`src/rtl/wac_adc_capture.sv`:
```
`default_nettype none
// ============================================================================
// wac_adc_capture: dual serial-ADC acquisition, packs 12-bit pairs into BRAM.
// Rev 1.0
// ============================================================================
module wac_adc_capture #(
  parameter int CLK_DIV = 2,
  parameter int QUIET   = 4
) (
  input  logic        clk,
  input  logic        nRst,
  input  logic        start,
  input  logic [9:0]  nFrames,
  output logic        busy,
  output logic        done,
  output logic        CSADC1,
  output logic        CSADC2,
  output logic        CLKADC1,
  output logic        CLKADC2,
  input  logic        SDOADC1,
  input  logic        SDOADC2,
  output logic [11:0] busBramAddr,
  output logic [7:0]  busBramOut,
  output logic        ctrlWeBram
);

  localparam logic [2:0] S_IDLE  = 3'd0;
  localparam logic [2:0] S_CSLOW = 3'd1;
  localparam logic [2:0] S_SHIFT = 3'd2;
  localparam logic [2:0] S_WRITE = 3'd3;
  localparam logic [2:0] S_QUIET = 3'd4;
  localparam logic [2:0] S_DONE  = 3'd5;

  // One shared phase counter serves every timed state.
  localparam int CNT_TOP = (2 * CLK_DIV > QUIET) ? ((2 * CLK_DIV > 4) ? 2 * CLK_DIV : 4)
                                                 : ((QUIET > 4) ? QUIET : 4);
  localparam int CW = $clog2(CNT_TOP);

  localparam logic [CW-1:0] C_HALF_M1  = CW'(CLK_DIV - 1);
  localparam logic [CW-1:0] C_HALF     = CW'(CLK_DIV);
  localparam logic [CW-1:0] C_PER_M1   = CW'(2 * CLK_DIV - 1);
  localparam logic [CW-1:0] C_WR_M1    = CW'(3);
  localparam logic [CW-1:0] C_QUIET_M1 = CW'(QUIET - 1);

  logic [2:0]    state_q,  state_d;
  logic [CW-1:0] cnt_q,    cnt_d;
  logic [3:0]    bit_q,    bit_d;
  logic [10:0]   frames_q, frames_d;
  logic [11:0]   addr_q,   addr_d;
  logic [11:0]   ch1_q,    ch1_d;
  logic [11:0]   ch2_q,    ch2_d;

  always_ff @(posedge clk or negedge nRst) begin
    if (!nRst) begin
      state_q  <= S_IDLE;
      cnt_q    <= '0;
      bit_q    <= '0;
      frames_q <= '0;
      addr_q   <= '0;
      ch1_q    <= '0;
      ch2_q    <= '0;
    end else begin
      state_q  <= state_d;
      cnt_q    <= cnt_d;
      bit_q    <= bit_d;
      frames_q <= frames_d;
      addr_q   <= addr_d;
      ch1_q    <= ch1_d;
      ch2_q    <= ch2_d;
    end
  end

  always_comb begin
    state_d  = state_q;
    cnt_d    = cnt_q;
    bit_d    = bit_q;
    frames_d = frames_q;
    addr_d   = addr_q;
    ch1_d    = ch1_q;
    ch2_d    = ch2_q;
    case (state_q)
      S_IDLE: begin
        if (start) begin
          frames_d = (nFrames == 10'd0) ? 11'd1024 : {1'b0, nFrames};
          addr_d   = '0;
          cnt_d    = '0;
          state_d  = S_CSLOW;
        end
      end
      S_CSLOW: begin
        if (cnt_q == C_HALF_M1) begin
          cnt_d   = '0;
          bit_d   = '0;
          state_d = S_SHIFT;
        end else begin
          cnt_d = cnt_q + 1'b1;
        end
      end
      S_SHIFT: begin
        // Sample on the edge that raises the serial clock; 12-bit regs keep only the last 12 bits.
        if (cnt_q == C_HALF_M1) begin
          ch1_d = {ch1_q[10:0], SDOADC1};
          ch2_d = {ch2_q[10:0], SDOADC2};
        end
        if (cnt_q == C_PER_M1) begin
          cnt_d = '0;
          bit_d = bit_q + 4'd1;
          if (bit_q == 4'd15) state_d = S_WRITE;
        end else begin
          cnt_d = cnt_q + 1'b1;
        end
      end
      S_WRITE: begin
        addr_d = addr_q + 12'd1;
        if (cnt_q == C_WR_M1) begin
          cnt_d   = '0;
          state_d = S_QUIET;
        end else begin
          cnt_d = cnt_q + 1'b1;
        end
      end
      S_QUIET: begin
        if (cnt_q == C_QUIET_M1) begin
          cnt_d    = '0;
          frames_d = frames_q - 11'd1;
          state_d  = (frames_q == 11'd1) ? S_DONE : S_CSLOW;
        end else begin
          cnt_d = cnt_q + 1'b1;
        end
      end
      S_DONE:  state_d = S_IDLE;
      default: state_d = S_IDLE;
    endcase
  end

  logic w_cs;
  logic w_sclk;

  always_comb begin
    w_cs       = !((state_q == S_CSLOW) || (state_q == S_SHIFT));
    w_sclk     = !((state_q == S_SHIFT) && (cnt_q < C_HALF));
    busy       = (state_q != S_IDLE) && (state_q != S_DONE);
    done       = (state_q == S_DONE);
    ctrlWeBram = (state_q == S_WRITE);
    busBramOut = 8'h00;
    if (state_q == S_WRITE) begin
      case (cnt_q[1:0])
        2'd0:    busBramOut = ch1_q[7:0];
        2'd1:    busBramOut = {4'b0000, ch1_q[11:8]};
        2'd2:    busBramOut = ch2_q[7:0];
        default: busBramOut = {4'b0000, ch2_q[11:8]};
      endcase
    end
  end

  assign CSADC1      = w_cs;
  assign CSADC2      = w_cs;
  assign CLKADC1     = w_sclk;
  assign CLKADC2     = w_sclk;
  assign busBramAddr = addr_q;

endmodule
`default_nettype wire

```
`config.mk`:
```
export PLATFORM = sky130hd
export DESIGN_NAME = wac_adc_capture
export DESIGN_NICKNAME = d
export VERILOG_FILES = /design/src/rtl/wac_adc_capture.sv
export SDC_FILE = /design/constraint.sdc
export NUM_CORES = 1
export LEC_CHECK = 0
export BUFFER_PORTS_ARGS = -buffer_cell sky130_fd_sc_hd__buf_2
export CAP_MARGIN = 20
export CORE_UTILIZATION = 52
export CTS_BUF_LIST = sky130_fd_sc_hd__clkbuf_4 sky130_fd_sc_hd__clkbuf_8 sky130_fd_sc_hd__clkbuf_16
export CTS_CLUSTER_DIAMETER = 100
export DETAILED_ROUTE_END_ITERATION = 10
export PLACE_DENSITY = 0.76
export SYNTH_ARGS = -nofsm -noshare
export SYNTH_HDL_FRONTEND = slang
export SYNTH_SLANG_ARGS = --single-unit
```
`constraint.sdc`:
```
create_clock -name clk -period 1.6 [get_ports clk]
set_input_delay 0.08 -clock clk [delete_from_list [all_inputs] [get_ports clk]]
set_output_delay 0.08 -clock clk [all_outputs]
set_load 0.005 [all_outputs]
```
==> results by group, run 1 <==
Cells and area
  • Commonest non-fill, non-tap cell in the layout: dfrtp_1
  • Area Growth Syn to Fin: 34.4%
  • Leading cell types in the layout, fill and taps excluded: dfrtp_1 (54), buf_2 (41), buf_4 (33), mux2_2 (23), nor2_1 (22)
  • FF/Latch Area: 0.00140 mm2
  • Antenna diode count: 0
  • Multi-input gate area: 0.00167 mm2
  • Layout cells sized above 1: 0.438
  • Final-stage net count: 410
  • Post-route cell area: 0.00405 mm2
  • FILL cells: 389

Synthesis
  • Synth Register Bits: 56
  • Synth Flop Type: dfrtp_1
  • Mux share of post-synthesis cell area: 0.107
  • Mean Syn Cell Area: 9.94 um2
  • XOR/XNOR share of the synthesized area: 0.00872
  • Post-synthesis sequential area ratio: 0.465
  • Net Count, Synth: 326
  • Main combinational cell family by area after synthesis: simple AND/OR/NAND/NOR gates
  • Post-synthesis compound-gate area fraction: 0.161
  • Post-Synth Adder-Cell Area: 0.0332
  • Post-Syn Area: 0.00301 mm2
  • Unique masters post-synth: 51
  • Post-Synthesis Cells: 303
  • Post-synthesis simple-gate area fraction: 0.178
  • Ys Warns: 0
  • FFs w/ async S/R, synth: 1.00
  • Number of synthesized flops with an enable pin: 0

Run
  • Max Cap Violations: 0

Global route
  • Vias in the first global route: 2423
  • First-pass GRT wire length: 11.4 mm
  • GRT Total Usage: 0.236
  • Largest net degree at the start of global routing: 57
  • Initial antenna violation count: 0
  • Total grt overflow: 0

Place
  • Post-DP HPWL: 4.69 mm
  • Placed Instance Area: 0.00347 mm2
  • PortBufs: 41
  • GP Congestion: 0.849
  • DP Worst Slack: -0.0776 ns

Routing
  • DRC: 0
  • DR pass1 iterations: 6
  • Initial DRC Count: 245
  • Wire per inst: 17.1 um
  • Routed vias/inst: 5.97
  • WL final: 7.85 mm
  • Vias: 2746
  • Routed Antenna Nets: 0

CTS
  • CTS tree: yes
  • CTS Buffer Depth: 2
  • Clk root buf: clkbuf_8
  • CTS Buf Count: 5
  • CTS H-Tree Depth: 2
  • Skew-Pair Late Insertion Delay: 0.32 ns
  • CTS clk-pin slew, worst paths: 0.10 ns
  • CTS Sinks: 56

Pwr
  • Maximum VDD drop: 0.000455 V
  • Total chip power: 2.46 mW
  • P per Cell Area: 608 mW/mm2
  • Leakage power: 1.80 nW

STA
  • Minimum clock period: 1.93 ns
  • Post-route setup TNS: -3.60 ns
  • Worst Skew: 0.00540 ns
  • Final setup vio count: 39
  • Slew headroom: 0.748
  • RSZ-0062 raised after global routing: yes
  • Slew Limit Fails: 0
  • Setup ws final: -0.334 ns
  • Fmax: 517 MHz
  • Worst-margin pin slew: 0.378 ns
  • Final hold violations: 0
  • Tcrit/Tclk final: 1.21

Floorplan
  • Initial Util: 0.544
  • Height of the die: 78.1 um
  • Die Width: 78.1 um
  • Rows: 27
  • Core region area: 0.00554 mm2
  • IO Count: 42
  • Die Area: 0.00610 mm2

Critical path
  • Data required time of the worst path: 1.52 ns
  • Startpoint types: flop
  • Critical Path Sink Type: output port
  • Worst-path maximum fanout: 6
  • Crit path kind: reg -> out
  • WP data arrival: 1.85 ns

Min path
  • Hold Crit Class: in -> reg

Status
  • Status: finished, violations left
  • Failing checks: negative setup slack
## path summary, 6_finish.rpt
kind | end | depth (start not counted) | startpoint | slack, ns
max in group asynchronous | state_q[2] | 3 | nRst | 1.05
worst max register to register | bit_q[2] | 8 | cnt_q[0] | -0.14
worst min-delay path | frames_q[1] | 3 | nFrames[1] | 0.08
worst min register to register | busBramAddr[11] | 1 | busBramAddr[11] | 0.51
min in group asynchronous | frames_q[8] | 3 | nRst | 0.28
worst max-delay path | busBramOut[0] | 7 | cnt_q[0] | -0.33
## worst max-delay path, cell delays in order (launching register included)
cell and delay, ns:
dfrtp_1 0.43, inv_2 0.09, ha_4 0.18, a222oi_1 0.41, nor2_1 0.11, a21oi_1 0.15
nor2_1 0.05, buf_2 0.12
## cell type report
| type | instances | area share |
|---|---|---|
| Sequential cell | 56 | 0.347 |
| Tap cell | 72 | 0.0222 |
| Timing Repair Buffer | 98 | 0.187 |
| Inverter | 9 | 0.00896 |
| Multi-Input combinational cell | 217 | 0.412 |
| Clock buffer | 5 | 0.0170 |
| Clock inverter | 3 | 0.00556 |
## cells in the mapped netlist (all sizes together) (5+ instances only)
library cell  instances  share of area
o21ai                21          0.035
nand4                 6          0.012
clkbuf               11          0.014
buf                  10          0.022
nand2                19          0.024
inv                   9          0.011
nor4                  6          0.015
mux2                 25          0.093
nor3                  8          0.013
dfrtp                56           0.47
nor2                 26          0.032
nand3                10          0.017
a21oi                18          0.030
a22oi                 5          0.012
ha                    8          0.033
## state kept, by name, summed over array words and instances, names as in the netlist
name and cells:
bit_q 4, ch2_q 12, busBramAddr 12, frames_q 11, ch1_q 12, state_q 3, cnt_q 2
## timing repair
action | CTS | global route
hold endpoints to repair | 58 | 0
buffers inserted | 9 | 9
endpoints found under the setup margin | 46 | 62
gates resized for setup | 33 | 47
pin swaps | 8 | 17
cloned | 1 | 2
hold buffers | 3 | 0
## per-layer routing
layer | vias up | GRT usage | routed length, um
li1 | 1273 | - | -
met2 | 96 | 0.409 | 3940
met5 | - | 0 | 0
met4 | 0 | 0.0556 | 85
met1 | 1365 | 0.302 | 3410
met3 | 12 | 0.0477 | 409
## cell families after synthesis
logic type | after synthesis
buf+inv | 30
simple gates | 102
mux | 29
compound gates | 75
flops | 56
fa+ha+maj | 8
xor+xnor | 3
## power breakdown
part	internal (mW)	switching [mW]	leakage, nW
combinational	0.0766	0.0806	1.12
clock	0.315	0.502	0.0485
sequential	1.45	0.0328	0.632
## metrics by stage
step / hold slack, ns / instances / utilization
2_1_floorplan: -0.216 / 303 / -
3_3_place_gp: 0.103 / 428 / 0.627
3_5_place_dp: 0.105 / 428 / 0.627
5_1_grt: 0.0975 / 460 / 0.731
4_1_cts: 0.0495 / 449 / 0.685
6_report: 0.0815 / 460 / 0.731
No activity file was read; power rests on OpenSTA's default activity.
==> inputs of run 2 (changes only) <==
--- a/config.mk
+++ b/config.mk
@@ -7,11 +7,11 @@
 export LEC_CHECK = 0
 export BUFFER_PORTS_ARGS = -buffer_cell sky130_fd_sc_hd__buf_2
 export CAP_MARGIN = 20
-export CORE_UTILIZATION = 52
+export CORE_UTILIZATION = 57
 export CTS_BUF_LIST = sky130_fd_sc_hd__clkbuf_4 sky130_fd_sc_hd__clkbuf_8 sky130_fd_sc_hd__clkbuf_16
 export CTS_CLUSTER_DIAMETER = 100
 export DETAILED_ROUTE_END_ITERATION = 10
-export PLACE_DENSITY = 0.76
+export PLACE_DENSITY = 0.79
 export SYNTH_ARGS = -nofsm -noshare
 export SYNTH_HDL_FRONTEND = slang
 export SYNTH_SLANG_ARGS = --single-unit
==> constraint.sdc (replaced) <==
create_clock -name clk -period 1.86 [get_ports clk]
set_input_delay 0.093 -clock clk [delete_from_list [all_inputs] [get_ports clk]]
set_output_delay 0.093 -clock clk [all_outputs]
set_load 0.005 [all_outputs]
==> results by group, run 2 (synthesized netlist as in run 1, its figures left out) <==
Floorplan
  • Height of the die: 74.7 um
  • Die Area: 0.00558 mm2
  • IO Count: 42
  • Initial Util: 0.590
  • Core region area: 0.00511 mm2
  • Die Width: 74.7 um
  • Rows: 26

CTS
  • Skew-Pair Late Insertion Delay: 0.32 ns
  • CTS tree: yes
  • Clk root buf: clkbuf_8
  • CTS Buf Count: 5
  • CTS Buffer Depth: 2
  • CTS clk-pin slew, worst paths: 0.11 ns
  • CTS H-Tree Depth: 2
  • CTS Sinks: 56

Critical path
  • Max stage delay on crit path: 0.44 ns
  • Register-to-register setup slack: 0.11 ns
  • CP max-delay cell: dfrtp_1
  • R2r startpoint: cnt_q[1]
  • Critical Path Source: cnt_q[1]
  • Startpoint types: flop
  • Crit path kind: reg -> out
  • R2R cell count: 6
  • WP data arrival: 1.78 ns
  • Critical Path Sink Type: output port
  • RR Endpoint: frames_q[10]
  • Crit path capture: busBramOut[1]
  • Crit-path cells: inv_2 > ha_4 > a222oi_1 > nor2_2 > a21oi_2 > nor2_1 > buf_2
  • Worst-path maximum fanout: 7
  • Data required time of the worst path: 1.77 ns

Cells and area
  • Antenna diode count: 0
  • Layout cells sized above 1: 0.298
  • Area Growth Syn to Fin: 17.7%
  • Leading cell types in the layout, fill and taps excluded: dfrtp_1 (56), buf_2 (41), nor2_1 (25), mux2_2 (23), o21ai_0 (21)
  • Commonest non-fill, non-tap cell in the layout: dfrtp_1
  • Post-route cell area: 0.00355 mm2
  • FF/Latch Area: 0.00140 mm2
  • FILL cells: 395
  • Multi-input gate area: 0.00151 mm2
  • Final-stage net count: 378

Place
  • GP Congestion: 0.857
  • PortBufs: 41
  • Post-DP HPWL: 4.82 mm
  • Placed Instance Area: 0.00334 mm2

Routing
  • DR pass1 iterations: 4
  • Wire per inst: 15.9 um
  • Vias: 2574
  • WL final: 6.77 mm
  • Initial DRC Count: 134
  • DRC: 0
  • Routed Antenna Nets: 0
  • Routed vias/inst: 6.04

Global route
  • Total grt overflow: 0
  • GRT Total Usage: 0.261
  • Initial antenna violation count: 0
  • Largest net degree at the start of global routing: 27
  • First-pass GRT wire length: 11.0 mm
  • Vias in the first global route: 2381

STA
  • Worst Skew: 0.0147 ns
  • Slew headroom: 0.701
  • Slew Limit Fails: 0
  • Minimum clock period: 1.87 ns
  • Worst-margin pin slew: 0.446 ns
  • Worst hold slack: 0.0814 ns
  • Setup ws final: -0.00968 ns
  • Tcrit/Tclk final: 1.01
  • Final hold violations: 0
  • RSZ-0062 raised after global routing: yes
  • Final setup vio count: 1
  • Fmax: 535 MHz

Pwr
  • Maximum VDD drop: 0.000584 V
  • Total chip power: 2.12 mW
  • Leakage power: 1.58 nW
  • P per Cell Area: 597 mW/mm2

Min path
  • Hold Crit Class: in -> reg

Status
  • Status: finished, violations left
  • Failing checks: negative setup slack

Run
  • Max Cap Violations: 0
-- run 2: timing repair --
action,4_1_cts,5_1_grt
pin swaps,1,5
setup buffers,3,2
gates resized for setup,6,7
setup endpoints to repair,4,6
hold buffers,3,0
endpoints found under the hold margin,16,0
-- run 2: power by group --
| part | switching [mW] | internal [mW] | total, mW | leakage (nW) |
|---|---|---|---|---|
| registers | 0.0289 | 1.25 | 1.28 | 0.635 |
| clock network | 0.441 | 0.276 | 0.717 | 0.0452 |
| logic | 0.0616 | 0.0587 | 0.120 | 0.899 |
| total | 0.532 | 1.58 | 2.12 | 1.58 |
-- run 2: final cells by class --
class / instances / share of cell area
clock buffers: 5 / 0.0194
multi-input cells: 217 / 0.426
repair buffers: 66 / 0.118
clock inverters: 3 / 0.00706
inverters: 9 / 0.00953
well taps: 70 / 0.0247
flip-flops and latches: 56 / 0.395
-- run 2: metrics by stage --
step	TNS (ns)	utilization	worst slack, ns	instances
finish	-0.00968	0.694	-0.00968	426
global route	-0.346	0.694	-0.134	426
CTS	-0.0198	0.687	-0.0198	424
detailed placement	0	0.653	0.118	410
global placement	0	0.653	0.140	410
floorplan	0	-	0.142	303
-- run 2: routing by layer --
layer	vias up	wire (um)	track usage
met1	1271	2950	0.334
met5	-	0	0
met3	15	234	0.0455
li1	1216	-	-
met2	72	3470	0.445
met4	0	122	0.0985
-- run 2: how the worst min path moves through the flow --
stage                          start          end  slack, ns  cells after the start
final                     nFrames[1]  frames_q[1]       0.08                      3
after global routing      nFrames[1]  frames_q[1]       0.07                      3
after CTS                 nFrames[1]  frames_q[1]       0.07                      3
after detailed placement        nRst  frames_q[8]       0.02                      1
after global placement          nRst  frames_q[7]       0.02                      1
after floorplan                 nRst     bit_q[0]      -0.20                      0
-- run 2: critical path, delay by kind of cell (launching register included) --
family          cells  cell delay, ns
flops               1            0.44
simple gates        2            0.14
compound gates      2            0.48
fa+ha+maj           1            0.20
buf+inv             2            0.22
==> inputs of run 3 (changes only) <==
--- a/config.mk
+++ b/config.mk
@@ -12,6 +12,7 @@
 export CTS_CLUSTER_DIAMETER = 100
 export DETAILED_ROUTE_END_ITERATION = 10
 export PLACE_DENSITY = 0.79
+export RECOVER_POWER = 25
 export SYNTH_ARGS = -nofsm -noshare
 export SYNTH_HDL_FRONTEND = slang
 export SYNTH_SLANG_ARGS = --single-unit
==> results by group, run 3 (synthesized netlist as in run 1, its figures left out) <==
CTS
  • CTS Sinks: 56
  • CTS Buffer Depth: 2
  • Clk root buf: clkbuf_8
  • CTS H-Tree Depth: 2
  • CTS Buf Count: 5
  • Skew-Pair Late Insertion Delay: 0.32 ns
  • CTS tree: yes
  • CTS clk-pin slew, worst paths: 0.11 ns

Cells and area
  • Antenna diode count: 0
  • Leading cell types in the layout, fill and taps excluded: dfrtp_1 (56), buf_2 (39), nor2_1 (25), mux2_2 (23), o21ai_0 (21)
  • Post-route insts no fill: 426
  • Commonest non-fill, non-tap cell in the layout: dfrtp_1
  • Area Growth Syn to Fin: 17.5%
  • Final-stage net count: 378
  • Layout cells sized above 1: 0.292
  • FILL cells: 398

Pwr
  • Logic pwr share: 0.056
  • Cell Int Power: 1.58 mW
  • Total chip power: 2.11 mW
  • Maximum VDD drop: 0.000585 V
  • Clock network fraction of design power: 0.339
  • Seq pwr share: 0.605
  • Leakage power: 1.57 nW
  • NetSw: 0.531 mW
  • Sw frac: 0.251
  • P per Cell Area: 597 mW/mm2

Critical path
  • Crit path kind: reg -> out
  • Crit-path cells: inv_2 > ha_4 > a222oi_1 > nor2_2 > a21oi_2 > nor2_1 > buf_2
  • Cell family with most CP delay: compound AO/OA/AOI/OAI gates
  • Critical Path Sink Type: output port
  • Startpoint types: flop
  • Crit path buf inv count: 2
  • Max stage delay on crit path: 0.44 ns
  • Worst-path maximum fanout: 7
  • CP max-delay cell: dfrtp_1
  • WP data arrival: 1.77 ns
  • Data required time of the worst path: 1.77 ns

Routing
  • WL final: 6.76 mm
  • Routed vias/inst: 6.05
  • Routed Antenna Nets: 0
  • Vias: 2579
  • Wire per inst: 15.9 um
  • Initial DRC Count: 136
  • DRC: 0
  • DR pass1 iterations: 4

Global route
  • Largest net degree at the start of global routing: 27
  • GRT Total Usage: 0.261
  • Vias in the first global route: 2381
  • Total grt overflow: 0
  • Initial antenna violation count: 0
  • First-pass GRT wire length: 11.0 mm

STA
  • Slew Limit Fails: 0
  • Worst Skew: 0.0147 ns
  • Final setup vio count: 1
  • RSZ-0062 raised after global routing: yes
  • Fmax: 535 MHz
  • Minimum clock period: 1.87 ns
  • Setup ws final: -0.00778 ns
  • Worst-margin pin slew: 0.868 ns
  • Final hold violations: 0
  • Slew headroom: 0.422
  • Tcrit/Tclk final: 1.00

Floorplan
  • Die Width: 74.7 um
  • Initial Util: 0.590
  • Core region area: 0.00511 mm2
  • Die Area: 0.00558 mm2
  • Height of the die: 74.7 um
  • Rows: 26
  • IO Count: 42

Min path
  • Hold Crit Class: in -> reg

Status
  • Status: finished, violations left
  • Failing checks: negative setup slack

Place
  • Post-DP HPWL: 4.82 mm
  • PortBufs: 41
  • GP Congestion: 0.857
  • Dpl cells: 410

Run
  • Max Cap Violations: 0
## run 3: power groups by stage
stage	clock (mW)	combinational, mW	sequential [mW]
after detailed placement	0	0.116	1.30
after global placement	0	0.111	1.30
after floorplan	0	0.0564	1.29
final	0.716	0.118	1.28
after CTS	0.733	0.120	1.28
after global routing	0.777	0.133	1.28
## run 3: final cells by class
type	instances	area (um2)	area share
Clock buffer	5	68.8	0.0194
Sequential cell	56	1400	0.396
Inverter	9	33.8	0.00955
Clock inverter	3	25.0	0.00707
Timing Repair Buffer	66	410	0.116
Multi-Input combinational cell	217	1510	0.427
Tap cell	70	87.6	0.0248
## run 3: worst register-to-register path: stages (launching register included)
cell and delay (ns):
dfrtp_1 0.45, buf_4 0.16, ha_1 0.21, mux2i_2 0.22
or2_1 0.22, buf_4 0.18, a21oi_1 0.05, o22a_1 0.19
## run 3: stage by stage
stage	util	hold slack [ns]	TNS [ns]	setup WS [ns]	cell area, um2
2_1_floorplan	-	-0.203	0	0.142	3010
3_3_place_gp	0.653	0.0222	0	0.140	3340
3_5_place_dp	0.653	0.0247	0	0.118	3340
4_1_cts	0.687	0.0733	-0.0198	-0.0198	3510
5_1_grt	0.693	0.0675	-0.346	-0.134	3540
6_report	0.693	0.0824	-0.00778	-0.00778	3540
## run 3: final timing paths
path                                 startpoint               to  slack [ns]  cells after the start
worst min-delay path                 nFrames[1]      frames_q[1]        0.08                      3
min in group asynchronous                  nRst      frames_q[7]        0.38                      2
worst max register to register         cnt_q[1]      frames_q[7]        0.11                      7
worst min register to register  busBramAddr[11]  busBramAddr[11]        0.51                      1
worst max-delay path                   cnt_q[1]    busBramOut[1]      -0.008                      7
max in group asynchronous                  nRst         cnt_q[0]        0.32                      3
## run 3: timing repair
item                                    4_1_cts  5_1_grt
pin swaps                                     1        5
endpoints found under the hold margin        16        0
setup buffers                                 3        2
endpoints found under the setup margin        4        6
cloned                                        0        0
hold buffers                                  3        0
resized for setup                             6        7
## run 3: metal layers
metal	GRT usage	wire, um
met2	0.445	3500
met5	0	0
met3	0.0455	218
met4	0.0985	127
met1	0.334	2910
